**src/rtl/pipeline_hazard_ctrl.sv**
```systemverilog
`default_nettype none
// ============================================================================
//  Module      : pipeline_hazard_ctrl
//  Description : Stall/flush sequencer for a 5-stage RISC-V pipeline.
//                Priority: data-memory wait (freeze) > taken branch (flush)
//                > load-use (one-cycle stall). Saturating stall/flush
//                performance counters and a sticky memory-timeout flag.
//  Revision    : 1.0 - initial release
// ============================================================================
module pipeline_hazard_ctrl #(
    parameter int FLUSH_CYCLES = 1,
    parameter int MEM_TIMEOUT  = 64,
    parameter int CNT_W        = 16
) (
    input  logic             clk_i,
    input  logic             rst_i,
    input  logic             idex_mem_read_i,
    input  logic [4:0]       idex_rd_i,
    input  logic [4:0]       ifid_rs1_i,
    input  logic [4:0]       ifid_rs2_i,
    input  logic             ifid_use_rs2_i,
    input  logic             branch_taken_i,
    input  logic             dmem_req_i,
    input  logic             dmem_ready_i,
    output logic             pc_write_o,
    output logic             ifid_write_o,
    output logic             ifid_flush_o,
    output logic             idex_bubble_o,
    output logic             idex_write_o,
    output logic             exmem_write_o,
    output logic             memwb_bubble_o,
    output logic [CNT_W-1:0] stall_cnt_o,
    output logic [CNT_W-1:0] flush_cnt_o,
    output logic             mem_err_o
);

    typedef enum logic [1:0] {
        ST_RUN      = 2'd0,
        ST_FLUSH    = 2'd1,
        ST_MEM_WAIT = 2'd2
    } state_t;

    localparam logic [2:0] FLUSH_RELOAD = 3'(FLUSH_CYCLES - 1);
    localparam logic [8:0] TIMEOUT_VAL  = 9'(MEM_TIMEOUT);

    state_t           state, state_nxt;
    state_t           saved_state, saved_state_nxt;
    logic [2:0]       flush_cnt, flush_cnt_nxt;
    logic [7:0]       wait_cnt, wait_cnt_nxt;
    logic             mem_err_nxt;
    logic             branch_accept;
    logic [CNT_W-1:0] stall_cnt, flush_total;

    // Hazard detection
    logic   mem_wait;
    logic   load_use;
    state_t eff_state;
    logic [8:0] wait_inc;

    assign mem_wait = dmem_req_i & ~dmem_ready_i;
    assign load_use = idex_mem_read_i && (idex_rd_i != 5'd0) &&
                      ((idex_rd_i == ifid_rs1_i) ||
                       (ifid_use_rs2_i && (idex_rd_i == ifid_rs2_i)));
    // Leaving a memory wait resumes whatever was in progress before it
    assign eff_state = (state == ST_MEM_WAIT) ? saved_state : state;
    assign wait_inc  = {1'b0, wait_cnt} + 9'd1;

    // Next-state and same-cycle pipeline controls
    always_comb begin
        pc_write_o      = 1'b1;
        ifid_write_o    = 1'b1;
        ifid_flush_o    = 1'b0;
        idex_bubble_o   = 1'b0;
        idex_write_o    = 1'b1;
        exmem_write_o   = 1'b1;
        memwb_bubble_o  = 1'b0;
        state_nxt       = state;
        saved_state_nxt = saved_state;
        flush_cnt_nxt   = flush_cnt;
        wait_cnt_nxt    = 8'd0;
        mem_err_nxt     = mem_err_o;
        branch_accept   = 1'b0;

        if (rst_i) begin
            pc_write_o      = 1'b0;
            ifid_write_o    = 1'b0;
            ifid_flush_o    = 1'b1;
            idex_bubble_o   = 1'b1;
            memwb_bubble_o  = 1'b1;
            state_nxt       = ST_RUN;
            saved_state_nxt = ST_RUN;
            flush_cnt_nxt   = 3'd0;
            mem_err_nxt     = 1'b0;
        end else if (mem_wait) begin
            // Freeze everything; the flush counter and saved state hold
            pc_write_o     = 1'b0;
            ifid_write_o   = 1'b0;
            idex_write_o   = 1'b0;
            exmem_write_o  = 1'b0;
            memwb_bubble_o = 1'b1;
            state_nxt      = ST_MEM_WAIT;
            if (state != ST_MEM_WAIT) begin
                saved_state_nxt = state;
            end
            wait_cnt_nxt = (wait_cnt == 8'hFF) ? wait_cnt : wait_inc[7:0];
            if (wait_inc >= TIMEOUT_VAL) begin
                mem_err_nxt = 1'b1;
            end
        end else if (branch_taken_i) begin
            ifid_flush_o  = 1'b1;
            idex_bubble_o = 1'b1;
            branch_accept = 1'b1;
            if (FLUSH_CYCLES > 1) begin
                state_nxt     = ST_FLUSH;
                flush_cnt_nxt = FLUSH_RELOAD;
            end else begin
                state_nxt     = ST_RUN;
                flush_cnt_nxt = 3'd0;
            end
        end else if (eff_state == ST_FLUSH) begin
            ifid_flush_o  = 1'b1;
            idex_bubble_o = 1'b1;
            if (flush_cnt <= 3'd1) begin
                state_nxt     = ST_RUN;
                flush_cnt_nxt = 3'd0;
            end else begin
                state_nxt     = ST_FLUSH;
                flush_cnt_nxt = flush_cnt - 3'd1;
            end
        end else begin
            state_nxt = ST_RUN;
            if (load_use) begin
                pc_write_o    = 1'b0;
                ifid_write_o  = 1'b0;
                idex_bubble_o = 1'b1;
            end
        end
    end

    // State, sequencing counters and sticky error flag
    always_ff @(posedge clk_i) begin
        if (rst_i) begin
            state       <= ST_RUN;
            saved_state <= ST_RUN;
            flush_cnt   <= 3'd0;
            wait_cnt    <= 8'd0;
            mem_err_o   <= 1'b0;
        end else begin
            state       <= state_nxt;
            saved_state <= saved_state_nxt;
            flush_cnt   <= flush_cnt_nxt;
            wait_cnt    <= wait_cnt_nxt;
            mem_err_o   <= mem_err_nxt;
        end
    end

    // Saturating performance counters
    always_ff @(posedge clk_i) begin
        if (rst_i) begin
            stall_cnt   <= '0;
            flush_total <= '0;
        end else begin
            if (!pc_write_o && (stall_cnt != '1)) begin
                stall_cnt <= stall_cnt + 1'b1;
            end
            if (branch_accept && (flush_total != '1)) begin
                flush_total <= flush_total + 1'b1;
            end
        end
    end

    assign stall_cnt_o = stall_cnt;
    assign flush_cnt_o = flush_total;

endmodule
`default_nettype wire

```
**config.mk**
```make
export PLATFORM = sky130hd
export DESIGN_NAME = pipeline_hazard_ctrl
export DESIGN_NICKNAME = d
export VERILOG_FILES = /design/src/rtl/pipeline_hazard_ctrl.sv
export SDC_FILE = /design/constraint.sdc
export NUM_CORES = 1
export LEC_CHECK = 0
export CAP_MARGIN = 20
export CORE_MARGIN = 5
export CORE_UTILIZATION = 30
export DETAILED_ROUTE_END_ITERATION = 10
export PLACE_DENSITY = 0.61
export SETUP_SLACK_MARGIN = 0.2
export SKIP_CTS_REPAIR_TIMING = 1
export SLEW_MARGIN = 5
export SYNTH_ARGS = -nofsm -noshare
export SYNTH_HDL_FRONTEND = slang
export SYNTH_SLANG_ARGS = --single-unit
export TNS_END_PERCENT = 50
```
**constraint.sdc**
```tcl
create_clock -name clk_i -period 2.6 [get_ports clk_i]
set_input_delay 0.39 -clock clk_i [delete_from_list [all_inputs] [get_ports clk_i]]
set_output_delay 0.39 -clock clk_i [all_outputs]
set_load 0.005 [all_outputs]
```
==> run metrics, run 1 <==
buffer depth of the longest clock path=2; number of global-route vias before repair=2207; final wirelength=5760 um; pin count of the biggest net entering global routing=26; nature of the critical path startpoint=input port; detailed-placement wirelength estimate=4390 um; asr flop ratio synth=0; worst reg2reg setup slack=0.49 ns; DRC errors left=0; top cells by area, synth=dfxtp_1 (39%), xnor2_1 (5.8%), a21oi_1 (5.3%); final-report setup violation count=0; net count after synthesis=306; Hold Path Stages=2; Antenna Cells=0; total of flip-flops plus latches after synthesis=48; count of distinct cell types in the synthesized netlist=43; worst flop-to-flop path endpoint=stall_cnt_o[7]; Die Ht=100 um; Tmin final=2.47 ns; synth warn=0; worst min-delay path category=register to register; # nets final=386; Via density=4.84; gate count of the mapped netlist=279; Mapped Avg Cell Area=8.72 um2; biggest area consumer among synthesized cells=dfxtp_1; area of combinational cells with multiple inputs=1380 um2; critical setup path kind=input port to primary output; Fill cells=797; switching power summed over all nets=0.337 mW; total vias in the final route=2238; Clock Pin Slew Worst Setup and Hold Paths=0.09 ns; beginning of the worst register-to-register path=state[0]; unrepaired setup endpoints after global routing=yes; beginning of the critical path=idex_rd_i[1]; hold_sp=mem_err_o; cell breakdown of the critical path=clkdlybuf4s50_1, or4_4, o21ai_4, and2b_1, o21ai_1, nand2_1, dlymetal6s2s_1; share of post-route cells with drive strength above 1=0.125; highest cell delay on the worst timing path=0.55 ns; cell at the root of the clock tree=clkbuf_8; TritonCTS clock tree=yes; initial core utilization=0.312; share of Yosys cell area claimed by the top area cell type=0.395; share of power burned in registers=0.482; leakage dissipation=1.21 nW; Max IR drop VDD=184 uV; skew final=0.0180 ns; final routed wire length divided by cell count=12.5 um; count of nets left with antenna violations after detail routing=0; count of routing violations after the opening detailed-route iteration=80; worst endpoint required time=2.21 ns; final hold violation count=0; endpoint arrival time on the critical path=2.08 ns; Placement Rows=32; final cell count without fillers=462; Post-Place Cells=453; count of flip-flops with a built-in enable after synthesis=0; Worst Setup End Kind=primary output; H-Tree Depth=2; number of max-slew violations in the final report=0; number of detailed-route iterations in the first pass=4; r2r worst-path depth=8; measured slew at the worst slew-check pin=0.524 ns; max frequency=405 MHz; insertion delay of the later-clocked pin in the worst-skew pair=0.30 ns; crit share post-route=0.950; CTS sink count=48; sequential element share of the synthesized area=0.395; synthesized area=2430 um2; highest-delay cell along the critical path=or4_4; setup_tns=0 ns; maximum fanout count along the critical path=3; result of the run=complete, no violations; Std-Cell Core Area=7810 um2; antenna violations before repair=0; clock network power share=0.415; switching share of power=0.216; I/O pins=62; cell-internal power=1.22 mW; gp weighted congestion=0.761; Sequential cell area=961 um2; overall die width=100 um; Primary FF master, synth=dfxtp_1; end point of the worst hold path=mem_err_o; max-capacitance violation count=0; Max-slew headroom=0.650; Overall Global Routing Usage=0.118; number of clock buffers inserted by TritonCTS=5; GRT overflow=0; number of I/O port buffers=61; Die Outline Area=10000 um2; Pwr Density=455 nW/um2; global-route wire length before repair=9940 um; synthesis-to-layout area growth=40.7%; Comb power frac=0.103
-- cell usage in the layout (no fill, tap or decap), types with 2 or more instances in the layout --
master / synthesis / routed
a21oi_1: 26 / 26
nand2_1: 16 / 16
a211oi_1: 4 / 4
nand3_1: 14 / 14
bufinv_16: 0 / 2
inv_1: 12 / 12
ha_1: 5 / 5
dfxtp_1: 48 / 48
nor4b_2: 2 / 2
o21ai_0: 11 / 10
or4_1: 9 / 8
clkbuf_8: 0 / 5
or3_1: 6 / 6
nor2_1: 28 / 28
nand4_1: 11 / 11
xor2_1: 12 / 12
buf_4: 3 / 21
nor3_1: 4 / 4
a31oi_1: 2 / 2
xnor2_1: 16 / 16
and4_1: 4 / 4
mux2i_1: 2 / 2
and3_1: 6 / 6
nor2b_1: 4 / 4
o31ai_1: 7 / 7
nor2_2: 2 / 2
mux2_4: 2 / 2
o21ai_2: 3 / 2
dlymetal6s2s_1: 0 / 3
clkdlybuf4s50_1: 0 / 58
-- worst max-delay path by stage --
stage	end	slack (ns)	depth (start not counted)
floorplan	pc_write_o	0.53	7
global placement	pc_write_o	-0.23	6
detailed placement	ifid_write_o	-0.25	6
CTS	ifid_write_o	-0.24	6
global route	idex_bubble_o	0.05	7
finish	idex_bubble_o	0.13	7
-- synth_stat cells, types with 5 or more instances --
cell type / number
nor2_1: 28
or4_1: 9
a21oi_1: 26
nand4_1: 11
nand2_1: 16
o31ai_1: 7
or3_1: 6
xnor2_1: 16
nand3_1: 14
inv_1: 12
xor2_1: 12
dfxtp_1: 48
o21ai_0: 11
and3_1: 6
ha_1: 5
-- metrics by stage --
stage	utilization	instance area, um2	total power, mW	hold WS [ns]	setup slack, ns
after global routing	0.439	3420	1.64	0.481	0.0477
after detailed placement	0.417	3250	0.927	0.443	-0.252
after floorplan	-	2430	0.838	0.442	0.532
final	0.439	3420	1.56	0.457	0.131
after CTS	0.434	3390	1.58	0.460	-0.244
after global placement	0.417	3250	0.925	0.444	-0.228
-- worst max-delay path: cells and delay by family --
kind,cells,cell delay (ns)
buf+inv,2,0.57
simple gates,3,0.82
compound gates,2,0.29
-- metal layers --
metal | wire length [um] | part of all wire | GRT usage | vias up
met5 | 0 | 0 | 0 | -
met4 | 19 | 0.0033 | 0.0187 | 0
met3 | 346 | 0.060 | 0.0382 | 2
met2 | 2680 | 0.47 | 0.195 | 51
met1 | 2710 | 0.47 | 0.154 | 1032
li1 | - | - | - | 1153
-- area by class of cell --
cell class / instances / area share
Tap cell: 102 / 0.0373
Sequential cell: 48 / 0.281
Timing Repair Buffer: 82 / 0.227
Inverter: 12 / 0.0132
Clock buffer: 5 / 0.0201
Multi-Input combinational cell: 210 / 0.402
Clock inverter: 3 / 0.0201
-- flip-flops by register name, indices dropped and copies added, names as in the netlist --
| name | count |
|---|---|
| flush_cnt | 3 |
| flush_cnt_o | 16 |
| mem_err_o | 1 |
| saved_state | 2 |
| stall_cnt_o | 16 |
| state | 2 |
| wait_cnt | 8 |
-- power by group through the flow --
stage	registers, mW	logic [mW]	clock network (mW)
4_1_cts	0.751	0.159	0.672
3_3_place_gp	0.768	0.157	0
2_1_floorplan	0.767	0.0714	0
3_5_place_dp	0.768	0.159	0
5_1_grt	0.753	0.176	0.707
6_report	0.751	0.161	0.646
-- logic make-up (layout without fill, tap and decap cells) --
logic type	count (synthesis)	count (layout)	synth area share
flip-flops	48	48	0.395
adder cells (fa/ha/maj)	5	5	0.0257
buffers and inverters	21	102	0.0468
XOR/XNOR	28	28	0.101
multiplexers	4	4	0.0206
AND/OR/NAND/NOR	115	115	0.265
AO/OA/AOI/OAI	58	58	0.147
No activity file was read; power rests on OpenSTA's default activity.
==> run 2: changes to the inputs <==
--- a/config.mk
+++ b/config.mk
@@ -6,10 +6,12 @@
 export NUM_CORES = 1
 export LEC_CHECK = 0
 export CAP_MARGIN = 20
+export CELL_PAD_IN_SITES_DETAIL_PLACEMENT = 0
+export CELL_PAD_IN_SITES_GLOBAL_PLACEMENT = 2
 export CORE_MARGIN = 5
-export CORE_UTILIZATION = 30
+export CORE_UTILIZATION = 28
 export DETAILED_ROUTE_END_ITERATION = 10
-export PLACE_DENSITY = 0.61
+export PLACE_DENSITY = 0.86
 export SETUP_SLACK_MARGIN = 0.2
 export SKIP_CTS_REPAIR_TIMING = 1
 export SLEW_MARGIN = 5
==> run 2 against run 1 <==
  * Global-route usage down 0.69 points
  * Count of clock-buffer cells in the layout up 1
  * Cell count up 1.1%
  * Non-clock buffer count down 1
  * Routed wire length up 3.4%
  * Critical path type unchanged
  * Largest power group unchanged
==> run metrics, run 2 (synthesized netlist as in run 1, its figures left out) <==
Post-DP Area=3250 um2; initial core utilization=0.283; DRC errors left=0; max frequency=431 MHz; skew final=0.0128 ns; Clock Pin Slew Worst Setup and Hold Paths=0.08 ns; Antenna Cells=0; critical setup path kind=input port to primary output; Total Power Consumption=1.48 mW; Worst Setup End Kind=primary output; gp weighted congestion=0.697; Placement Rows=34; Max-slew headroom=0.645; highest cell delay on the worst timing path=0.46 ns; number of I/O port buffers=61; total vias in the final route=2253; cell breakdown of the critical path=clkdlybuf4s50_1, nand2b_1, nand2_1, buf_4, clkdlybuf4s50_1; worst reg2reg setup slack=0.47 ns; number of global-route vias before repair=2057; worst endpoint required time=2.21 ns; hold slack final=0.453 ns; pin count of the biggest net entering global routing=26; antenna violations before repair=0; post-route standard cell area excluding fillers=3420 um2; synthesis-to-layout area growth=40.4%; final cell count without fillers=467; leakage dissipation=1.20 nW; cell at the root of the clock tree=clkbuf_8; final routed wire length divided by cell count=12.7 um; worst flop-to-flop path endpoint=stall_cnt_o[7]; CP delay by family, top=buffers and inverters; Max IR drop VDD=196 uV; number of clock buffers inserted by TritonCTS=5; Die Ht=103 um; detailed-placement wirelength estimate=4520 um; most common cell after layout, fill and taps aside=clkdlybuf4s50_1; TritonCTS clock tree=yes; Pwr Density=433 nW/um2; GRT overflow=0; most used cells in the layout excluding fill and tap cells=clkdlybuf4s50_1 (55), dfxtp_1 (48), nor2_1 (27); global-route wire length before repair=9660 um; number of max-slew violations in the final report=0; end point of the worst hold path=mem_err_o; Post-Place Cells=457; nature of the critical path startpoint=input port; area of combinational cells with multiple inputs=1390 um2; CTS sink count=48; final hold violation count=0; maximum fanout count along the critical path=6; measured slew at the worst slew-check pin=0.527 ns; Tmin final=2.32 ns; overall die width=103 um; highest-delay cell along the critical path=clkdlybuf4s50_1; result of the run=complete, no violations; buffer depth of the longest clock path=2; number of detailed-route iterations in the first pass=4; Sequential cell area=961 um2; worst min-delay path category=register to register; Hold Path Stages=2; H-Tree Depth=2; Overall Global Routing Usage=0.111; Fill cells=888; unrepaired setup endpoints after global routing=yes; most used cell along the critical path=clkdlybuf4s50_1; beginning of the worst register-to-register path=state[1]; crit share post-route=0.892; final-report setup violation count=0; r2r worst-path depth=8; # nets final=385; count of nets left with antenna violations after detail routing=0; count of routing violations after the opening detailed-route iteration=62; Via density=4.82; CP bufs+invs=3; Die Outline Area=10700 um2; share of post-route cells with drive strength above 1=0.136; insertion delay of the later-clocked pin in the worst-skew pair=0.30 ns; I/O pins=62; Std-Cell Core Area=8590 um2; hold_sp=mem_err_o; endpoint arrival time on the critical path=1.93 ns; max-capacitance violation count=0; final wirelength=5950 um
## run 2: area by class of cell
type	instances	area share
clock inverter	2	0.0114
sequential	48	0.281
clock buffer	6	0.0242
multi-input combinational	210	0.407
timing repair buffer	81	0.224
inverter	12	0.0132
tap	108	0.0395
## run 2: metrics by stage
step | utilization | TNS [ns] | worst slack (ns)
floorplan | - | 0 | 0.532
global placement | 0.378 | -0.572 | -0.190
detailed placement | 0.378 | -0.716 | -0.208
CTS | 0.392 | -0.601 | -0.208
global route | 0.398 | 0 | 0.154
finish | 0.398 | 0 | 0.281
## run 2: worst max path at each step
stage,end,startpoint,slack [ns],cells after the start
after floorplan,pc_write_o,idex_rd_i[1],0.53,7
after global placement,idex_bubble_o,idex_rd_i[1],-0.19,7
after detailed placement,idex_bubble_o,idex_rd_i[1],-0.21,7
after CTS,idex_bubble_o,idex_rd_i[1],-0.21,7
after global routing,stall_cnt_o[4],idex_rd_i[1],0.15,10
final,memwb_bubble_o,dmem_ready_i,0.28,5
## run 2: where the power goes
| part | leakage (nW) | internal, mW | switching, mW | total, mW |
|---|---|---|---|---|
| clock network | 0.0614 | 0.315 | 0.256 | 0.570 |
| registers | 0.387 | 0.741 | 0.0100 | 0.751 |
| logic | 0.756 | 0.0897 | 0.0678 | 0.157 |
| total | 1.20 | 1.15 | 0.333 | 1.48 |
## run 2: per-layer routing
metal | share of wire | vias to the layer above | routed length (um) | GRT usage
li1 | - | 1166 | - | -
met1 | 0.47 | 1036 | 2790 | 0.146
met2 | 0.47 | 47 | 2820 | 0.183
met3 | 0.053 | 4 | 318 | 0.0302
met4 | 0.0040 | 0 | 24 | 0.0269
met5 | 0 | - | 0 | 0
## run 2: tightest hold or removal path, stage by stage (launching register included)
cell and delay [ns]:
dfxtp_1 0.31, inv_1 0.05, a21oi_1 0.05
==> run 3: changes to the inputs <==
--- a/config.mk
+++ b/config.mk
@@ -13,7 +13,6 @@
 export DETAILED_ROUTE_END_ITERATION = 10
 export PLACE_DENSITY = 0.86
 export SETUP_SLACK_MARGIN = 0.2
-export SKIP_CTS_REPAIR_TIMING = 1
 export SLEW_MARGIN = 5
 export SYNTH_ARGS = -nofsm -noshare
 export SYNTH_HDL_FRONTEND = slang
==> run 3 against run 2 <==
  * Maximum frequency fell by 1.3%
  * Via count up 1.7%
  * Cell count up 1.3%
  * Hold slack better by 0.0013 ns
  * Critical endpoint is now stall_cnt_o[9]
  * Largest cell class unchanged
==> run metrics, run 3 (synthesized netlist as in run 1, its figures left out) <==
result of the run=complete, no violations; Die Outline Area=10700 um2; number of detailed-route iterations in the first pass=4; overall die width=103 um; initial core utilization=0.283; Comb power frac=0.122; # nets final=391; switching share of power=0.227; number of global-route vias before repair=2088; final wirelength=6260 um; post-route standard cell area excluding fillers=3590 um2; Antenna Cells=0; worst min-delay path category=register to register; final hold violation count=0; Pwr Density=419 nW/um2; Worst Setup End Kind=register; final routed wire length divided by cell count=13.2 um; final-report setup violation count=0; pin count of the biggest net entering global routing=26; max-capacitance violation count=0; TritonCTS clock tree=yes; count of nets left with antenna violations after detail routing=0; Clock Pin Slew Worst Setup and Hold Paths=0.10 ns; share of post-route cells with drive strength above 1=0.173; switching power summed over all nets=0.341 mW; endpoint arrival time on the critical path=2.54 ns; share of power burned in registers=0.499; count of routing violations after the opening detailed-route iteration=73; nature of the critical path startpoint=input port; Total Power Consumption=1.50 mW; most used cells in the layout excluding fill and tap cells=dfxtp_1 (48), clkdlybuf4s50_1 (44), nor2_1 (27); hold_sp=mem_err_o; clock network power share=0.379; total vias in the final route=2292; DRC errors left=0; buffer depth of the longest clock path=2; GRT overflow=0; H-Tree Depth=2; global-route wire length before repair=9800 um; number of clock buffers inserted by TritonCTS=5; Max IR drop VDD=196 uV; Die Ht=103 um; skew final=0.0127 ns; Post-DP Area=3250 um2; Std-Cell Core Area=8590 um2; critical setup path kind=input port to register; Max-slew headroom=0.645; maximum fanout count along the critical path=9; crit share post-route=0.903; max frequency=426 MHz; number of I/O port buffers=61; hold slack final=0.454 ns; unrepaired setup endpoints after global routing=yes; leakage dissipation=1.38 nW; Via density=4.85; insertion delay of the later-clocked pin in the worst-skew pair=0.30 ns; worst endpoint required time=2.80 ns; synthesis-to-layout area growth=47.7%; final cell count without fillers=473; cell-internal power=1.16 mW; beginning of the worst register-to-register path=state[1]; detailed-placement wirelength estimate=4520 um; CTS sink count=48; beginning of the critical path=ifid_rs2_i[0]; number of buffers added to fix hold violations after cts=0; most common cell after layout, fill and taps aside=dfxtp_1; final worst slack=0.251 ns; Tmin final=2.35 ns; number of max-slew violations in the final report=0; measured slew at the worst slew-check pin=0.527 ns; I/O pins=62; Placement Rows=34; Overall Global Routing Usage=0.113; Post-Place Cells=457; gp weighted congestion=0.697; antenna violations before repair=0; pre-CTS worst setup slack=-0.208 ns; cell at the root of the clock tree=clkbuf_8
==> run 3: changes by cell type in the layout (fill, tap and decap cells not counted), sizes merged <==
cell / previous run / this run
clkdlybuf4s50: 55 / 44
dlymetal6s2s: 4 / 13
buf: 21 / 25
dlygate4sd2: 0 / 3
clkdlybuf4s15: 0 / 1
==> run 3: worst max-delay path, cell delays in order <==
cell             delay, ns
clkdlybuf4s50_1       0.47
xnor2_1               0.11
nand2_1               0.08
o22ai_2               0.14
buf_4                 0.15
a21oi_2               0.05
buf_4                 0.14
buf_4                 0.12
buf_6                 0.12
buf_12                0.13
nor4b_2               0.31
mux2_4                0.32
==> run 3: routing by layer <==
metal	global-route usage	part of all wire
met5	0	0
met4	0.0269	0.0070
met3	0.0302	0.051
met2	0.188	0.48
met1	0.147	0.46
==> run 3: power by group through the flow <==
stage,clock (mW),sequential (mW),combinational [mW]
detailed placement,0,0.768,0.155
floorplan,0,0.767,0.0714
global placement,0,0.768,0.155
finish,0.570,0.751,0.184
CTS,0.597,0.752,0.163
global route,0.624,0.753,0.198
==> run 3: stage by stage <==
stage,TNS (ns),utilization
finish,0,0.418
detailed placement,-0.716,0.378
global route,0,0.418
CTS,0,0.397
global placement,-0.572,0.378
floorplan,0,-
==> run 3: final cells by class <==
cell class,instances,area [um2]
multi-input cells,210,1450
flip-flops and latches,48,961
clock buffers,6,82.6
well taps,108,135
repair buffers,87,880
inverters,12,45.0
clock inverters,2,38.8
fillers,869,5000
==> run 3: timing repair <==
| action | in CTS | in global routing |
|---|---|---|
| resized for setup | 10 | 32 |
| setup endpoints to repair | 3 | 17 |
| pin swaps | 13 | 12 |
| buffers inserted | 3 | 4 |
| gates cloned | 0 | 1 |
==> run 3: final timing paths <==
check	to	slack, ns	depth (start not counted)
setup / recovery	stall_cnt_o[9]	0.25	12
hold / removal	mem_err_o	0.45	2
setup reg to reg	stall_cnt_o[9]	0.31	10
hold reg to reg	mem_err_o	0.45	2
